## src/rtl/regop_pkg.sv

```systemverilog
// Shared definitions for the register-to-register execute unit: op/shift codes,
// FSM state encoding and status bit positions.
package regop_pkg;

  localparam logic [1:0] OP_ADD = 2'b00;
  localparam logic [1:0] OP_SUB = 2'b01;
  localparam logic [1:0] OP_AND = 2'b10;
  localparam logic [1:0] OP_MVN = 2'b11;

  localparam logic [1:0] SH_NONE = 2'b00;
  localparam logic [1:0] SH_LSL1 = 2'b01;
  localparam logic [1:0] SH_LSR1 = 2'b10;
  localparam logic [1:0] SH_ASR1 = 2'b11;

  localparam int STAT_Z = 2;
  localparam int STAT_N = 1;
  localparam int STAT_V = 0;

  typedef enum logic [2:0] {
    ST_IDLE   = 3'd0,
    ST_READ_A = 3'd1,
    ST_READ_B = 3'd2,
    ST_EXEC   = 3'd3,
    ST_WRITE  = 3'd4,
    ST_DONE   = 3'd5
  } state_t;

endpackage

```

## src/rtl/regop_alu_shift.sv

```systemverilog
// Combinational shifter + ALU: shifts B by one position, applies the op to A and
// the shifted B, and derives Z/N/V from the truncated result.
module regop_alu_shift
  import regop_pkg::*;
#(
  parameter int DATA_W = 16
) (
  input  logic [DATA_W-1:0] a,
  input  logic [DATA_W-1:0] b,
  input  logic [1:0]        op,
  input  logic [1:0]        shift,
  output logic [DATA_W-1:0] c,
  output logic              z,
  output logic              n,
  output logic              v
);

  logic [DATA_W-1:0] b_sh;

  always_comb begin
    b_sh = b;
    case (shift)
      SH_LSL1: b_sh = {b[DATA_W-2:0], 1'b0};
      SH_LSR1: b_sh = {1'b0, b[DATA_W-1:1]};
      SH_ASR1: b_sh = {b[DATA_W-1], b[DATA_W-1:1]};
      default: b_sh = b;
    endcase
  end

  // Overflow only exists for ADD/SUB; it compares operand signs with the result sign.
  always_comb begin
    c = '0;
    v = 1'b0;
    case (op)
      OP_ADD: begin
        c = a + b_sh;
        v = (a[DATA_W-1] == b_sh[DATA_W-1]) && (c[DATA_W-1] != a[DATA_W-1]);
      end
      OP_SUB: begin
        c = a - b_sh;
        v = (a[DATA_W-1] != b_sh[DATA_W-1]) && (c[DATA_W-1] != a[DATA_W-1]);
      end
      OP_AND:  c = a & b_sh;
      default: c = ~b_sh;
    endcase
  end

  assign z = (c == '0);
  assign n = c[DATA_W-1];

endmodule

```

## src/rtl/regop_sequencer.sv

```systemverilog
// Multi-cycle execute unit wrapped around an 8x16 register file: reads Rn then Rm,
// executes, optionally writes Rd, and pulses done.
module regop_sequencer
  import regop_pkg::*;
#(
  parameter int DATA_W = 16,
  parameter int REG_AW = 3
) (
  input  logic              clk,
  input  logic              reset_n,
  input  logic              start,
  output logic              ready,
  input  logic [1:0]        op,
  input  logic [1:0]        shift,
  input  logic [REG_AW-1:0] rn,
  input  logic [REG_AW-1:0] rm,
  input  logic [REG_AW-1:0] rd,
  input  logic              wb_en,
  output logic [REG_AW-1:0] readnum,
  output logic [REG_AW-1:0] writenum,
  output logic              write,
  output logic [DATA_W-1:0] data_in,
  input  logic [DATA_W-1:0] data_out,
  output logic [DATA_W-1:0] result,
  output logic [2:0]        status,
  output logic              done,
  output logic [2:0]        dbg_state
);

  state_t            state;
  logic [1:0]        op_q;
  logic [1:0]        shift_q;
  logic [REG_AW-1:0] rn_q;
  logic [REG_AW-1:0] rm_q;
  logic [REG_AW-1:0] rd_q;
  logic              wb_q;
  logic [DATA_W-1:0] a_q;
  logic [DATA_W-1:0] b_q;
  logic [DATA_W-1:0] c_q;
  logic [2:0]        status_q;
  logic [DATA_W-1:0] alu_c;
  logic              alu_z;
  logic              alu_n;
  logic              alu_v;

  regop_alu_shift #(.DATA_W(DATA_W)) u_alu (
    .a     (a_q),
    .b     (b_q),
    .op    (op_q),
    .shift (shift_q),
    .c     (alu_c),
    .z     (alu_z),
    .n     (alu_n),
    .v     (alu_v)
  );

  // Handshake: a command transfers on a rising edge where start && ready; ready is
  // high only in IDLE, and start seen in any other state is dropped (no queueing).
  always_ff @(posedge clk or negedge reset_n) begin
    if (!reset_n) begin
      state    <= ST_IDLE;
      op_q     <= '0;
      shift_q  <= '0;
      rn_q     <= '0;
      rm_q     <= '0;
      rd_q     <= '0;
      wb_q     <= 1'b0;
      a_q      <= '0;
      b_q      <= '0;
      c_q      <= '0;
      status_q <= '0;
    end else begin
      case (state)
        ST_IDLE: begin
          if (start) begin
            op_q    <= op;
            shift_q <= shift;
            rn_q    <= rn;
            rm_q    <= rm;
            rd_q    <= rd;
            wb_q    <= wb_en;
            state   <= ST_READ_A;
          end
        end
        ST_READ_A: begin
          a_q   <= data_out;
          state <= ST_READ_B;
        end
        ST_READ_B: begin
          b_q   <= data_out;
          state <= ST_EXEC;
        end
        ST_EXEC: begin
          c_q              <= alu_c;
          status_q[STAT_Z] <= alu_z;
          status_q[STAT_N] <= alu_n;
          status_q[STAT_V] <= alu_v;
          state            <= wb_q ? ST_WRITE : ST_DONE;
        end
        ST_WRITE: state <= ST_DONE;
        default:  state <= ST_IDLE;
      endcase
    end
  end

  // Register-file controls decode straight from state so a reset drops write at once.
  assign ready     = (state == ST_IDLE);
  assign readnum   = (state == ST_READ_A) ? rn_q :
                     (state == ST_READ_B) ? rm_q : '0;
  assign writenum  = (state == ST_WRITE) ? rd_q : '0;
  assign write     = (state == ST_WRITE);
  assign data_in   = c_q;
  assign done      = (state == ST_DONE);
  assign result    = c_q;
  assign status    = status_q;
  assign dbg_state = state;

endmodule
```

## config.mk

```make
export PLATFORM = sky130hd
export DESIGN_NAME = regop_sequencer
export DESIGN_NICKNAME = d
export VERILOG_FILES = /design/src/rtl/regop_pkg.sv /design/src/rtl/regop_alu_shift.sv /design/src/rtl/regop_sequencer.sv
export SDC_FILE = /design/constraint.sdc
export NUM_CORES = 1
export LEC_CHECK = 0
export CAP_MARGIN = 15
export CORE_MARGIN = 8
export CORE_UTILIZATION = 55
export CTS_CLUSTER_SIZE = 12
export DETAILED_ROUTE_END_ITERATION = 8
export PLACE_DENSITY_LB_ADDON = 0.2
export SETUP_SLACK_MARGIN = 0.4
export SYNTH_ARGS = -nofsm -noshare
export SYNTH_HDL_FRONTEND = slang
export SYNTH_SLANG_ARGS = --single-unit
```

## constraint.sdc

```tcl
create_clock -name clk -period 4.9 [get_ports clk]
set_input_delay 1.47 -clock clk [delete_from_list [all_inputs] [get_ports clk]]
set_output_delay 1.47 -clock clk [all_outputs]
set_load 0.005 [all_outputs]
```

==> results of run 1 <==
## cell families after synthesis
| family | count (synthesis) | synth area share [%] |
|---|---|---|
| AOI/OAI and AO/OA | 144 | 18.5 |
| xor gates and xnor gates | 12 | 2.12 |
| adders and majority gates | 37 | 9.64 |
| buffers and inverters | 76 | 7.14 |
| DFF | 67 | 33.8 |
| muxes | 69 | 15.7 |
| and+or+nand+nor | 132 | 13.1 |
## cell usage after synthesis (2+ instances only)
| cell | instances |
|---|---|
| sky130_fd_sc_hd__and3_1 | 2 |
| sky130_fd_sc_hd__nand2b_1 | 4 |
| sky130_fd_sc_hd__o311ai_0 | 2 |
| sky130_fd_sc_hd__o21ai_0 | 46 |
| sky130_fd_sc_hd__or3_1 | 4 |
| sky130_fd_sc_hd__o31a_1 | 2 |
| sky130_fd_sc_hd__clkbuf_1 | 19 |
| sky130_fd_sc_hd__ha_1 | 35 |
| sky130_fd_sc_hd__nor3b_1 | 4 |
| sky130_fd_sc_hd__nor4_1 | 2 |
| sky130_fd_sc_hd__mux4_2 | 2 |
| sky130_fd_sc_hd__buf_2 | 3 |
| sky130_fd_sc_hd__buf_4 | 17 |
| sky130_fd_sc_hd__or2_2 | 4 |
| sky130_fd_sc_hd__o211a_1 | 2 |
| sky130_fd_sc_hd__o31ai_1 | 4 |
| sky130_fd_sc_hd__xnor2_1 | 8 |
| sky130_fd_sc_hd__fa_1 | 2 |
| sky130_fd_sc_hd__a2111oi_0 | 2 |
| sky130_fd_sc_hd__a21boi_0 | 2 |
| sky130_fd_sc_hd__a311oi_1 | 2 |
| sky130_fd_sc_hd__mux2_2 | 50 |
| sky130_fd_sc_hd__xor2_1 | 4 |
| sky130_fd_sc_hd__a21oi_1 | 37 |
| sky130_fd_sc_hd__nand3_1 | 5 |
| sky130_fd_sc_hd__o21a_1 | 4 |
| sky130_fd_sc_hd__nor2b_1 | 11 |
| sky130_fd_sc_hd__buf_1 | 5 |
| sky130_fd_sc_hd__nor2_1 | 31 |
| sky130_fd_sc_hd__nor3_1 | 12 |
| sky130_fd_sc_hd__and3b_1 | 2 |
| sky130_fd_sc_hd__dfrtp_1 | 67 |
| sky130_fd_sc_hd__a22o_1 | 4 |
| sky130_fd_sc_hd__a211o_1 | 2 |
| sky130_fd_sc_hd__a2bb2oi_1 | 2 |
| sky130_fd_sc_hd__nand2_1 | 42 |
| sky130_fd_sc_hd__a21o_1 | 7 |
| sky130_fd_sc_hd__mux2i_1 | 17 |
| sky130_fd_sc_hd__and2_1 | 5 |
| sky130_fd_sc_hd__a211oi_1 | 4 |
| sky130_fd_sc_hd__a221oi_1 | 2 |
| sky130_fd_sc_hd__o211ai_1 | 8 |
| sky130_fd_sc_hd__inv_1 | 30 |
## cells in the final DEF, fill, tap and decap left out, types with 3 or more instances in the layout
cell type                         synthesis  final
sky130_fd_sc_hd__nor3_1                  12     12
sky130_fd_sc_hd__or2_2                    4      4
sky130_fd_sc_hd__clkbuf_8                 0      9
sky130_fd_sc_hd__xnor2_1                  8      8
sky130_fd_sc_hd__o211ai_1                 8      8
sky130_fd_sc_hd__clkdlybuf4s50_1          0     78
sky130_fd_sc_hd__buf_4                   17      7
sky130_fd_sc_hd__a21oi_1                 37     37
sky130_fd_sc_hd__a21o_1                   7      7
sky130_fd_sc_hd__mux2_2                  50     50
sky130_fd_sc_hd__nand2_1                 42     42
sky130_fd_sc_hd__ha_1                    35     35
sky130_fd_sc_hd__nor2b_1                 11     11
sky130_fd_sc_hd__dfrtp_1                 67     67
sky130_fd_sc_hd__nand3_1                  5      5
sky130_fd_sc_hd__nor2_1                  31     31
sky130_fd_sc_hd__nand2b_1                 4      4
sky130_fd_sc_hd__a22o_1                   4      4
sky130_fd_sc_hd__inv_1                   30     30
sky130_fd_sc_hd__a211oi_1                 4      4
sky130_fd_sc_hd__nor3b_1                  4      3
sky130_fd_sc_hd__xor2_1                   4      4
sky130_fd_sc_hd__o21a_1                   4      4
sky130_fd_sc_hd__o31ai_1                  4      4
sky130_fd_sc_hd__and2_1                   5      5
sky130_fd_sc_hd__mux2i_1                 17     17
sky130_fd_sc_hd__o21ai_0                 46     46
sky130_fd_sc_hd__or3_1                    4      4
## layout make-up
type                            count  area [um2]
Fill cell                         733        2830
Inverter                           31         116
Sequential cell                    67        1680
Clock buffer                       10         128
Timing Repair Buffer               86         838
Multi-Input combinational cell    394        2930
Clock inverter                      6        65.1
Tap cell                          108         135
## per-layer routing
metal,global-route usage (%),vias to the layer above,part of all wire (%),routed length (um)
li1,-,2006,-,-
met1,26.3,1958,46,5490
met2,29.9,170,44,5250
met3,4.92,12,9.0,1070
met4,6.22,0,1.3,153
met5,0,-,0,0
## flip-flops by register name (all words and copies together), names as in the netlist
signal,count
dbg_state,3
rm_q,3
status,3
data_in,15
wb_q,1
b_q,16
rn_q,3
op_q,2
rd_q,3
a_q,16
shift_q,2
## worst paths after layout
check / startpoint / end / slack [ns]
max in group asynchronous: reset_n / b_q[14] / 2.77
worst min-delay path: wb_q / dbg_state[0] / 0.45
worst max-delay path: shift_q[1] / status[2] / 0.67
min in group asynchronous: reset_n / a_q[0] / 1.25
worst min register to register: wb_q / dbg_state[0] / 0.45
worst max register to register: shift_q[1] / status[2] / 0.67
## worst max-delay path, stage by stage, from the launching register on
cell and delay [ns]:
sky130_fd_sc_hd__dfrtp_1 0.85, sky130_fd_sc_hd__nor2_1 0.11, sky130_fd_sc_hd__a21oi_1 0.38, sky130_fd_sc_hd__inv_1 0.15, sky130_fd_sc_hd__fa_1 0.44, sky130_fd_sc_hd__a21o_1 0.21, sky130_fd_sc_hd__a211o_1 0.33, sky130_fd_sc_hd__a2111oi_2 0.38
sky130_fd_sc_hd__a211oi_1 0.14, sky130_fd_sc_hd__xor2_1 0.17, sky130_fd_sc_hd__mux4_2 0.51, sky130_fd_sc_hd__nor4b_2 0.22, sky130_fd_sc_hd__nand4_1 0.11, sky130_fd_sc_hd__o21ai_1 0.15
## stage by stage
stage	utilization [%]	setup WS, ns	hold WS, ns	std cells
floorplan	-	1.21	0.417	537
global placement	65.3	0.867	0.431	686
detailed placement	65.3	0.713	0.437	686
CTS	67.5	0.696	0.450	702
global route	67.5	0.459	0.469	702
finish	67.5	0.670	0.451	702
==> parameters.txt, run 1 <==
Parameter                              Value

Timing
  Shortest clock period the worst path allows after layout    4.23 ns
  Final hold violation count    0
  RSZ-0062 raised after global routing    false
  Maximum clock skew at final layout    0.0168 ns
  Slew at the pin with the worst max-slew slack    0.951 ns
  Worst slew slack as a fraction of its limit    36.4%
  Max-slew violation count    0
  Final Cycle Share    86.3%
  Upper clock frequency limit    0.236 GHz
  Final count of negative-setup-slack endpoints    0
  Post-route setup TNS    0 ns

Critical path
  Number of cells on the worst reg-to-reg path    13
  CP Data Arrival Time    4.51 ns
  Data required, critical path    5.18 ns
  Kind of start point of the critical path    flip-flop
  Crit path capture type    flip-flop
  Worst Setup Path Type    flip-flop to flip-flop
  Maximum fanout along the worst path    31

Floorplan
  Number of primary I/O pins    80
  Starting density of the core    56.8%
  Die Span X    111 um
  Overall die height    111 um
  Core area    8720 um2
  Core Rows    34
  Die Outline Area    12300 um2

Place
  Placer Congestion    0.882
  Post-detail-place hpwl    9220 um
  Post-Place Cell Area    5700 um2
  Buffers added on ports    79

Clock tree
  Clock transition time at the flip-flop clock pins of the worst setup and hold paths    0.08 ns
  Buffer levels on the longest clock path    2
  Quantity of hold-fixing buffers added after cts    0
  CTS tree    yes
  H-Tree Level Count    3
  Number of clock sinks    67
  Worst-skew pair later-pin latency    0.35 ns
  Number of resized instances in the post-cts repair step    0
  Root buffer selected by CTS    sky130_fd_sc_hd__clkbuf_8
  Number of post-CTS setup repair buffers    0
  TritonCTS Buffers    9

Global routing
  Total gr overflow    0
  Global-route wire length before repair    20000 um
  Total track usage    19.6%
  Via count of the first global-routing pass    3886
  Antenna violations before repair    0
  Pin count of the biggest net entering global routing    42

Synthesis
  Count of cell types in the netlist    61
  Synthesized netlist cell count    537
  Prevailing post-synth register cell    sky130_fd_sc_hd__dfrtp_1
  Cell Area, Synth    4960 um2
  Biggest area consumer among synthesized cells    sky130_fd_sc_hd__dfrtp_1
  Number of storage elements in the synthesis netlist    67
  Synthesis Warnings    0
  Cells taking the most area after synthesis    sky130_fd_sc_hd__dfrtp_1 (34%), sky130_fd_sc_hd__mux2_2 (11%), sky130_fd_sc_hd__ha_1 (8.8%)
  Post-synth net total    607
  Mean instance size in the synthesized netlist    9.23 um2
  Top-area cell type share of the netlist area    33.8%
  Share of the yosys chip area belonging to registers    33.8%
  Ys async rst share    100%
  Number of flops mapped to enable cells by yosys    0

Flow run
  # Max-Cap Violations    0

Drt
  First-pass detailed-route iteration total    5
  DRC errors left    0
  Vias per cell    5.91
  Antenna Violating Nets Remaining    0
  Vias    4146
  Wire length per cell    17.0 um
  Routed Wire Length    12000 um
  Number of DRC markers after the initial detailed-route iteration    163

Hold path
  Worst hold-check path type    flip-flop to flip-flop
  Min-Delay Path Depth    1

Cells and area
  Final instance area    5890 um2
  Layout Area Growth over Synthesis    18.8%
  Ratio of cells with drive above 1 in the final layout    14.0%
  Antenna cell count    0
  Post-layout net count    659

Outcome
  Status    finished clean
Power of run 1 is left out: the tool's default activity adds up to more than one toggle a clock period on the data nets, which glitch-free logic cannot reach.
==> run 2, diff against run 1 <==
ABC_CLOCK_PERIOD_IN_PS = 4900   (was unset)
CORE_UTILIZATION = 50   (was 55)
==> parameters.txt, run 2 (synthesized netlist as in run 1, its figures left out) <==
Parameter                              Value

Cells and area
  Post-layout net count    659 (unchanged)
  Number of fill cells    877 (was 733)
  Most common library cell in the layout ignoring fill and taps    sky130_fd_sc_hd__clkdlybuf4s50_1 (unchanged)
  Layout Area Growth over Synthesis    19.8% (was 18.8%)
  Antenna cell count    0 (unchanged)
  Ratio of cells with drive above 1 in the final layout    14.3% (was 14.0%)
  Commonest cells after routing, fill and taps aside    sky130_fd_sc_hd__clkdlybuf4s50_1 (78), sky130_fd_sc_hd__dfrtp_1 (66), sky130_fd_sc_hd__mux2_2 (50) (was sky130_fd_sc_hd__clkdlybuf4s50_1 (78), sky130_fd_sc_hd__dfrtp_1 (67), sky130_fd_sc_hd__mux2_2 (50))

Critical path
  Capture point of the worst reg-to-reg path    status[2] (unchanged)
  Launch instance of the worst register-to-register path    shift_q[0] (was shift_q[1])
  Crit path capture type    flip-flop (unchanged)
  CP Data Arrival Time    4.37 ns (was 4.51 ns)
  Worst Setup Path Type    flip-flop to flip-flop (unchanged)
  Kind of start point of the critical path    flip-flop (unchanged)
  Number of cells on the worst reg-to-reg path    14 (was 13)
  Maximum fanout along the worst path    15 (was 31)
  Worst reg2reg setup slack    0.82 ns (was 0.67 ns)
  Data required, critical path    5.19 ns (was 5.18 ns)

Floorplan
  Overall die height    116 um (was 111 um)
  Number of primary I/O pins    80 (unchanged)
  Core Rows    36 (was 34)
  Starting density of the core    51.2% (was 56.8%)
  Die Outline Area    13400 um2 (was 12300 um2)
  Die Span X    116 um (was 111 um)
  Core area    9680 um2 (was 8720 um2)

Global routing
  Via count of the first global-routing pass    4031 (was 3886)
  Antenna violations before repair    0 (unchanged)
  Total gr overflow    0 (unchanged)
  Pin count of the biggest net entering global routing    45 (was 42)
  Global-route wire length before repair    20200 um (was 20000 um)
  Total track usage    19.1% (was 19.6%)

Drt
  Antenna Violating Nets Remaining    0 (unchanged)
  First-pass detailed-route iteration total    4 (was 5)
  Vias    4098 (was 4146)
  Vias per cell    5.64 (was 5.91)
  Number of DRC markers after the initial detailed-route iteration    185 (was 163)
  DRC errors left    0 (unchanged)
  Wire length per cell    16.8 um (was 17.0 um)
  Routed Wire Length    12200 um (was 12000 um)

Hold path
  Min-Delay Endpoint    dbg_state[0] (unchanged)
  Min-Delay Path Depth    1 (unchanged)
  Origin of the worst min-delay path    wb_q (unchanged)
  Worst hold-check path type    flip-flop to flip-flop (unchanged)

Timing
  Final hold violation count    0 (unchanged)
  Max-slew violation count    0 (unchanged)
  Final Cycle Share    83.3% (was 86.3%)
  Upper clock frequency limit    0.245 GHz (was 0.236 GHz)
  Post-route setup TNS    0 ns (unchanged)
  Final count of negative-setup-slack endpoints    0 (unchanged)
  Worst slew slack as a fraction of its limit    36.5% (was 36.4%)
  Shortest clock period the worst path allows after layout    4.08 ns (was 4.23 ns)
  Slew at the pin with the worst max-slew slack    0.950 ns (was 0.951 ns)
  Final critical-path setup slack    0.820 ns (was 0.670 ns)
  Maximum clock skew at final layout    0.0162 ns (was 0.0168 ns)
  RSZ-0062 raised after global routing    false (unchanged)

Clock tree
  TritonCTS Buffers    9 (unchanged)
  Quantity of hold-fixing buffers added after cts    0 (unchanged)
  Root buffer selected by CTS    sky130_fd_sc_hd__clkbuf_8 (unchanged)
  Clock transition time at the flip-flop clock pins of the worst setup and hold paths    0.09 ns (was 0.08 ns)
  CTS tree    yes (unchanged)
  Worst-skew pair later-pin latency    0.37 ns (was 0.35 ns)
  Number of clock sinks    67 (unchanged)
  Buffer levels on the longest clock path    2 (unchanged)
  H-Tree Level Count    3 (unchanged)

Place
  Placer Congestion    0.901 (was 0.882)
  Pre-CTS setup slack    0.711 ns (was 0.713 ns)
  Buffers added on ports    79 (unchanged)
  Post-detail-place hpwl    9360 um (was 9220 um)

Outcome
  Status    finished clean (unchanged)

Flow run
  # Max-Cap Violations    0 (unchanged)
-- run 2: critical path, stage by stage (launching register included) --
cell	delay (ns)
sky130_fd_sc_hd__dfrtp_1	0.43
sky130_fd_sc_hd__buf_4	0.28
sky130_fd_sc_hd__mux2_2	0.37
sky130_fd_sc_hd__mux2i_1	0.27
sky130_fd_sc_hd__inv_1	0.11
sky130_fd_sc_hd__ha_1	0.35
sky130_fd_sc_hd__nor3b_1	0.45
sky130_fd_sc_hd__o311ai_0	0.21
sky130_fd_sc_hd__a41oi_1	0.34
sky130_fd_sc_hd__nor2_1	0.09
sky130_fd_sc_hd__xnor2_1	0.14
sky130_fd_sc_hd__mux4_2	0.49
sky130_fd_sc_hd__nor4b_2	0.23
sky130_fd_sc_hd__nand4_1	0.12
sky130_fd_sc_hd__o21ai_1	0.14
-- run 2: per-layer routing --
| layer | vias up | part of all wire (%) | track usage, % |
|---|---|---|---|
| li1 | 2000 | - | - |
| met1 | 1945 | 45 | 25.0 |
| met2 | 139 | 45 | 29.8 |
| met3 | 14 | 8.5 | 5.84 |
| met4 | 0 | 1.3 | 5.69 |
| met5 | - | 0 | 0 |
-- run 2: what timing repair did --
item,in CTS,in global routing
endpoints found under the setup margin,0,2
resized for setup,0,1
buffers inserted,0,0
-- run 2: how the worst max path moves through the flow --
stage	startpoint	endpoint	slack, ns	depth (start not counted)
6_report	shift_q[0]	status[2]	0.82	14
5_1_grt	shift_q[0]	status[0]	0.50	14
4_1_cts	shift_q[1]	status[2]	0.68	13
3_5_place_dp	shift_q[1]	status[2]	0.71	13
3_3_place_gp	shift_q[1]	status[2]	0.85	13
2_1_floorplan	shift_q[1]	status[2]	1.21	16
-- run 2: layout make-up --
cell class	count	area (um2)	area share, %
sequential	67	1680	28.2
clock inverter	6	72.6	1.22
inverter	31	116	1.96
timing repair buffer	86	838	14.1
tap	133	166	2.80
multi-input combinational	394	2930	49.3
clock buffer	10	138	2.32
-- run 2: stage by stage --
stage | hold slack, ns | instances | util [%] | cell area [um2]
after CTS | 0.448 | 727 | 61.3 | 5940
after global placement | 0.429 | 711 | 59.2 | 5730
after global routing | 0.458 | 727 | 61.3 | 5940
final | 0.445 | 727 | 61.3 | 5940
after floorplan | 0.417 | 537 | - | 4960
after detailed placement | 0.436 | 711 | 59.2 | 5730
Power of run 2 is left out for the same reason.
